===== src/rtl/buffer_t.sv =====
// -----------------------------------------------------------------------------
// buffer_t -- UART transmit holding buffer
//
// Small synchronous FIFO between the CPU register interface and the TX
// serializer. The CPU writes bytes through a 2-bit register address; only
// the transmit-holding address (ADDR_THR) loads the FIFO. The serializer sees
// the head entry combinationally (first-word fall-through) and pops it with
// tRD.
//
// Parameters:
//   BITWIDTH  data width of each entry
//   DEPTH     number of entries (power of two, >= 2)
//   ADDR_THR  tpaddr value selecting the transmit-holding register
//
// Ports:
//   tClk      in   rising-edge clock
//   tRst      in   asynchronous active-high reset (clears pointers, count, storage)
//   tWR       in   CPU write strobe, level-sampled each rising edge
//   tpaddr    in   CPU register address; writes only accepted at ADDR_THR
//   tdataIn   in   CPU write data
//   tRD       in   serializer pop strobe, level-sampled each rising edge
//   tEMPTY    out  1 when the FIFO holds no entries
//   ttxrdy    out  1 when the FIFO is not full (CPU may write)
//   tdataOut  out  head entry, all-zero when empty
//   tOVR      out  sticky overrun flag (only with TXBUF_OVERRUN_EN)
//
// Build option:
//   `define TXBUF_OVERRUN_EN adds the tOVR port. tOVR is set on any edge where
//   a transmit-holding write is dropped because the FIFO is full and no pop
//   happens in the same cycle; only tRst clears it. Without the macro dropped
//   writes are silent and the port does not exist.
// -----------------------------------------------------------------------------
module buffer_t #(
  parameter int         BITWIDTH = 8,
  parameter int         DEPTH    = 4,
  parameter logic [1:0] ADDR_THR = 2'b10
) (
  input  logic                tClk,
  input  logic                tRst,
  input  logic                tWR,
  input  logic [1:0]          tpaddr,
  input  logic [BITWIDTH-1:0] tdataIn,
  input  logic                tRD,
  output logic                tEMPTY,
  output logic                ttxrdy,
  output logic [BITWIDTH-1:0] tdataOut
`ifdef TXBUF_OVERRUN_EN
  ,
  output logic                tOVR
`endif
);

  // Pointer width indexes DEPTH entries; the count needs one extra bit so that
  // "full" (count == DEPTH) is distinguishable from "empty" (count == 0).
  localparam int AW = $clog2(DEPTH);
  localparam int CW = $clog2(DEPTH) + 1;
  localparam logic [CW-1:0] COUNT_FULL = CW'(DEPTH);
  localparam logic [AW-1:0] PTR_ONE    = AW'(1);
  localparam logic [CW-1:0] COUNT_ONE  = CW'(1);

  // ---------------------------------------------------------------------------
  // State
  // ---------------------------------------------------------------------------
  logic [CW-1:0] countReg;
  logic [CW-1:0] countNext;
  logic [AW-1:0] wrPtrReg;
  logic [AW-1:0] wrPtrNext;
  logic [AW-1:0] rdPtrReg;
  logic [AW-1:0] rdPtrNext;

  // Storage flattened into a packed vector so the head can be selected with a
  // plain variable index while each entry keeps its own register block.
  logic [DEPTH-1:0][BITWIDTH-1:0] memFlat;

  // ---------------------------------------------------------------------------
  // Accept logic
  // ---------------------------------------------------------------------------
  logic isEmpty;
  logic isFull;
  logic addrHit;
  logic rdOk;
  logic wrOk;

  assign isEmpty = (countReg == '0);
  assign isFull  = (countReg == COUNT_FULL);
  assign addrHit = (tpaddr == ADDR_THR);

  // A pop needs something to pop. A write into a full FIFO is still accepted
  // when a pop frees the head slot on the same edge; because a pop requires a
  // non-empty FIFO, an empty FIFO with both strobes high performs only the
  // write.
  assign rdOk = tRD & ~isEmpty;
  assign wrOk = tWR & addrHit & (~isFull | rdOk);

  // Pointers wrap naturally because DEPTH is a power of two.
  assign wrPtrNext = wrOk ? (wrPtrReg + PTR_ONE) : wrPtrReg;
  assign rdPtrNext = rdOk ? (rdPtrReg + PTR_ONE) : rdPtrReg;

  always_comb begin
    countNext = countReg;
    case ({wrOk, rdOk})
      2'b10:   countNext = countReg + COUNT_ONE;
      2'b01:   countNext = countReg - COUNT_ONE;
      default: countNext = countReg;  // idle, or write+pop keeps occupancy
    endcase
  end

  always_ff @(posedge tClk or posedge tRst) begin
    if (tRst) begin
      countReg <= '0;
      wrPtrReg <= '0;
      rdPtrReg <= '0;
    end else begin
      countReg <= countNext;
      wrPtrReg <= wrPtrNext;
      rdPtrReg <= rdPtrNext;
    end
  end

  // ---------------------------------------------------------------------------
  // Entry storage: one register per slot, cleared by reset so a stale byte can
  // never reach the serializer after a reset.
  // ---------------------------------------------------------------------------
  genvar gi;
  generate
    for (gi = 0; gi < DEPTH; gi++) begin : gEntry
      localparam logic [AW-1:0] SLOT = AW'(gi);
      logic [BITWIDTH-1:0] entryReg;
      logic                entryWe;

      assign entryWe = wrOk & (wrPtrReg == SLOT);

      always_ff @(posedge tClk or posedge tRst) begin
        if (tRst) begin
          entryReg <= '0;
        end else if (entryWe) begin
          entryReg <= tdataIn;
        end
      end

      assign memFlat[gi] = entryReg;
    end
  endgenerate

  // ---------------------------------------------------------------------------
  // Outputs: status comes from the registered count, so it reflects an
  // accepted operation one edge after it happens. The head is forced to zero
  // when empty rather than exposing whatever the read slot last held.
  // ---------------------------------------------------------------------------
  assign tEMPTY   = isEmpty;
  assign ttxrdy   = ~isFull;
  assign tdataOut = isEmpty ? '0 : memFlat[rdPtrReg];

`ifdef TXBUF_OVERRUN_EN
  // Sticky overrun: a transmit-holding write that finds the FIFO full with no
  // simultaneous pop is lost, and software must be able to see that later.
  logic ovrReg;
  logic ovrNext;

  assign ovrNext = ovrReg | (tWR & addrHit & isFull & ~rdOk);

  always_ff @(posedge tClk or posedge tRst) begin
    if (tRst) begin
      ovrReg <= 1'b0;
    end else begin
      ovrReg <= ovrNext;
    end
  end

  assign tOVR = ovrReg;
`endif

endmodule


===== config.mk =====
export PLATFORM = sky130hd
export DESIGN_NAME = buffer_t
export DESIGN_NICKNAME = d
export VERILOG_FILES = /design/src/rtl/buffer_t.sv
export SDC_FILE = /design/constraint.sdc
export NUM_CORES = 1
export LEC_CHECK = 0
export BUFFER_PORTS_ARGS = -buffer_cell sky130_fd_sc_hd__buf_4
export CAP_MARGIN = 10
export CORE_MARGIN = 4
export CORE_UTILIZATION = 50
export DETAILED_ROUTE_END_ITERATION = 10
export GPL_TIMING_DRIVEN = 0
export HOLD_SLACK_MARGIN = 0.1
export PLACE_DENSITY = 0.69
export SLEW_MARGIN = 15
export SYNTH_ARGS = -nofsm -noshare
export SYNTH_HDL_FRONTEND = slang
export SYNTH_SLANG_ARGS = --single-unit

===== constraint.sdc =====
create_clock -name tClk -period 2.2 [get_ports tClk]
set_input_delay 0.33 -clock tClk [delete_from_list [all_inputs] [get_ports tClk]]
set_output_delay 0.33 -clock tClk [all_outputs]
set_load 0.01 [all_outputs]

# Yosys cells after proc, flatten, opt, wreduce, memory -nomap -nowiden
# Index checks and enable logic that the tools add are counted.
[totals]
ff_bits = 39
input_bits = 14
out_inout_bits = 10
wordCells = 36
[op_classes]
n_addsub = 4
magnitude_cmp = 1
eq_ne = 7
mux = 4
bitwise = 10
reduce_logical = 3
[ops]
columns = ["operator", "n"]
rows = [
  ["$bmux 8 s2", 1],
  ["$mux 8", 2],
  ["$eq 2x2->1 const B", 4],
  ["$and 1x1->1", 7],
  ["$pmux 3 s2", 1],
  ["$add 2x1->2 const B", 2],
  ["$eq 2x1->1 const B", 2],
  ["$add 3x1->3 const B", 1],
  ["$eq 3x3->1 const B", 1],
  ["$logic_not 3->1", 1],
  ["$lt 2x3->1 const B", 1],
  ["$sub 3x1->3 const B", 1],
  ["$logic_not 2->1", 1],
  ["$not 1->1", 2],
  ["$reduce_bool 2->1", 1],
  ["$or 1x1->1", 1],
]

# Longest topological paths before layout
[logic_depth]
ltp_word = 7
depth_mapped = 9
mapped_depth_nobuf = 9

# Worst setup path before layout
# OpenSTA, ideal clock, no wires.
[synth_path]
kind = "flip-flop to flip-flop"
from = "reg countReg[0]"
to = "reg countReg[2]"
setup_ns = 0.079
arrival_ns = 2.200
required_time_ns = 2.121
path_slack_ns = -0.079
path_stages_with_launch = 10
path_buffers = 0
period_less_slack_ns = 2.279
cell_sequence = "dfrtp_1 > nor4b_4 > nor3_1 > inv_1 > ha_1 > inv_1 > fa_1 > xor2_1 > nor2_1 > xor2_1"
[synth_between]
elab_chain_len = 7
elab_cells_between_ends = 13
cone_classes = "add/sub: 2; eq/ne: 3; mux: 1; bitwise: 5; reduce/logical: 2"
[synth_lines]
columns = ["element", "line_no", "text"]
rows = [
  ["start: declaration", "64", "logic [CW-1:0] countReg;"],
  ["start signal: assignment", "114", "countReg <= countNext;"],
  ["$logic_not 3->1", "84", "assign isEmpty = (countReg == '0);"],
  ["$not 1->1", "92", "assign rdOk = tRD & ~isEmpty;"],
  ["$and 1x1->1", "92", ""],
  ["$or 1x1->1", "93", "assign wrOk = tWR & addrHit & (~isFull | rdOk);"],
  ["$and 1x1->1", "93", ""],
  ["$eq 2x1->1 or $eq 2x2->1 (tied branches)", "101", "case ({wrOk, rdOk})"],
  ["$pmux 3 s2 or $reduce_bool 2->1 (tied branches)", "--", ""],
]
# Parallel ways exist; a longest one is shown, timed or not.
# A chain may end at the register's enable or synchronous reset.

# Worst setup path after layout
[layout_path]
from = "reg rdPtrReg[0]"
to = "out tdataOut[4]"
[layout_between]
elab_chain_len = 3
[layout_lines]
columns = ["element", "line_no", "text"]
rows = [
  ["start: declaration", "68", "logic [AW-1:0] rdPtrReg;"],
  ["start signal: assignment", "116", "rdPtrReg <= rdPtrNext;"],
  ["$bmux 8 s2", "152", "assign tdataOut = isEmpty ? '0 : memFlat[rdPtrReg];"],
  ["$mux 8 (implied by the code)", "152", ""],
  ["$mux 8", "152", ""],
  ["end: declaration", "46", "output logic [BITWIDTH-1:0] tdataOut"],
]
# Every way passes these cells. The select of a mux whose other input is x is not followed.

==> results.toml <==
[power]
power_leakage_nw = 1.013
power.switching_mw = 1.012
sw_frac_of_total_pct = 31.65
power_mw = 3.196
p_int_mw = 2.185
powerDensity_nw_per_um2 = 1400
seq_power_share_pct = 40.9
combPwrFrac_pct = 44.9
clockPowerShare_pct = 14.2
peakVddDrop_v = 0.0007233

[yosys]
ys_seq_area_share_pct = 50.78
synth_area_leaders = "dfrtp_1 51%, mux2_2 19%, mux4_2 9.4%"
syn-cell-area_sq_um = 1922
yosysTopAreaCell = "dfrtp_1"
ys_seq_elements = 39
yosysWarnings = 0
ys_types = 17
syn-num-nets = 145
postSynthCellCount = 125
synth.avg_cell_area_sq_um = 15.37
synth-main-ff-cell = "dfrtp_1"
synth_top_area_share_pct = 50.78
yosysMostFrequentCell = "dfrtp_1"
synthArstFlopShare_pct = 100.0
synth_common_cells = "39 x dfrtp_1, 33 x mux2_2, 9 x nor2b_1"
synth_edf_count = 0

[global_routing]
grt_pass1_vias = 1280
antenna_found_initial = 0
grt_max_degree = 22
grt_usage_pct = 16.39
grt-ovfl-total = 0
grt_first_pass_wirelength_um = 6175

[critical_path]
ff2ff_setup_slack_ps = 210
worstPathRequired_ps = 1870
rr_worst_depth = 9
critPathKind = "reg2out"
path_cells = "clkbuf_4, mux4_2, nor2b_1, buf_4"
crit_family = "multiplexers"
path_max_fanout = 10
worstPathBufferInverterCount = 2
start_kind = "flop"
slowest_stage = "mux4_2"
cp-end-kind = "primary output"
slowest_delay_ps = 520
reg2reg_to = "countReg[2]"
reg2reg_from = "countReg[1]"
critPathArrivalTime_ps = 1690

[clock_tree]
cts_buffer_depth = 2
root_buffer = "clkbuf_8"
htreeDepth = 2
cts_buffers = 5
worstSkewPairLatency_ps = 280
cts.clk_slew.worst_paths_ps = 70
cts_tree = "yes"
cts_num_sinks = 39

[cells_and_area]
nets = 176
antenna-diode-count = 0
syn2layout_area_growth_pct = 18.82
nFillCells = 289
post-route-util_pct = 61.91
design_area_sq_um = 2283
drive_gt1_share_pct = 52.87
final_cell_count_no_fill = 205

[min_path]
hold_depth = 2
hold_path.class = "in2reg"
min_from = "tdataIn[1]"
holdPathEnd = "gEntry[2].entryReg[1]"

[timing]
max_clock_freq_ghz = 0.4939
period_share_pct = 92.02
tightest_slew_ps = 736.3
tns_ps = 0
whs_ps = 300.5
rsz0062_at_grt = "no"
period_needed_ps = 2025
setup_viol_count_final = 0
setup_ws_ps = 175.5
fin_skew_ps = 4.044
finalMaxSlewViolations = 0
relSlewSlack_pct = 50.70
hold_viol_final = 0

[die]
num_rows = 22
initial_utilization_pct = 52.10
dieHeight_um = 70.00
boundaryPins = 24
die_width_um = 70.00
coreArea_sq_um = 3689
dieArea_sq_um = 4899

[placement]
dp.cells = 196
dp.final_hpwl_um = 2523
pre_cts_ws_ps = -230.2
postPlaceCellArea_sq_um = 2185
place_congestion = 0.7072
port-buffer-count = 22

[status]
outcome = "completed"

[run]
cap_violations = 0

[detailed_routing]
drt_iter0_markers = 24
ant_nets = 0
routed_wl_um = 3488
drc_errors = 0
wire_per_inst_um = 17.01
viasPerCell = 5.341
vias = 1095
first_pass_iters = 3
-- worst reg2reg max path: cells and delay by family, from the launching register on --
family        cells  cell delay (ps)
xor+xnor          2              290
fa+ha+maj         2              520
buf+inv           2              140
flops             1              420
simple gates      3              550
-- how the worst max path moves through the flow --
stage                start          end  depth (start not counted)  slack, ps
6_report       rdPtrReg[0]  tdataOut[4]                          4        180
2_1_floorplan  countReg[1]  countReg[2]                          9        -30
5_1_grt        countReg[1]  countReg[2]                          9         70
4_1_cts        rdPtrReg[1]  tdataOut[4]                          4         40
3_5_place_dp           tRD  countReg[2]                         10       -230
3_3_place_gp           tRD  countReg[2]                         10       -190
-- layer usage --
layer  up-vias  GRT usage [%]  routed length (um)
met5         -              0                   0
met4         0          6.809                  61
met3         6          4.460                 106
met2        18          28.12                1840
met1       567          19.29                1479
li1        504              -                   -
-- cell families after synthesis --
logic type	after synthesis	synth area share, %
muxes	42	29.23
DFF	39	50.78
and+or+nand+nor	21	10.68
buffers and inverters	11	2.279
xor gates and xnor gates	6	2.734
adders and majority gates	6	4.297
-- placed cells by master, fill, tap and decap left out, types with 2 or more instances in the layout --
master    Yosys  final
buf_4         0     23
clkbuf_1      2      2
clkbuf_8      0      5
dfrtp_1      39     39
ha_1          5      4
inv_1         7      6
mux2_2       33     33
mux4_2        8      8
nand2_1       2      2
nor2_1        2      2
nor2b_1       9      9
nor4b_4       5      5
xnor2_1       2      2
xor2_1        4      4
-- power by group through the flow --
stage / registers [mW] / logic (mW) / clock network (mW)
2_1_floorplan: 1.22 / 1.06 / 0
3_3_place_gp: 1.26 / 1.43 / 0
3_5_place_dp: 1.29 / 1.49 / 0
4_1_cts: 1.27 / 1.51 / 0.468
6_report: 1.31 / 1.44 / 0.454
5_1_grt: 1.36 / 1.58 / 0.516
-- state kept, by name, summed over array words and instances, names as in the netlist --
name / count
gEntry.entryReg: 32
countReg: 3
rdPtrReg: 2
wrPtrReg: 2
-- what timing repair did --
item                       4_1_cts  5_1_grt
pin swaps                        1        0
setup endpoints to repair        2        6
setup buffers                    1        0
hold endpoints to repair        18        0
resized for setup                0        3
hold buffers                     1        0
-- area by class of cell --
type	instances	area [sq um]	share of cell area, %
Multi-Input combinational cell	75	912.1	39.95
Tap cell	48	60.06	2.630
Clock buffer	7	76.32	3.342
Buffer	3	17.52	0.7671
Sequential cell	39	975.9	42.74
Timing Repair Buffer	25	210.2	9.205
Clock inverter	1	5.005	0.2192
Inverter	7	26.28	1.151
No activity file was read; power rests on OpenSTA's default activity.
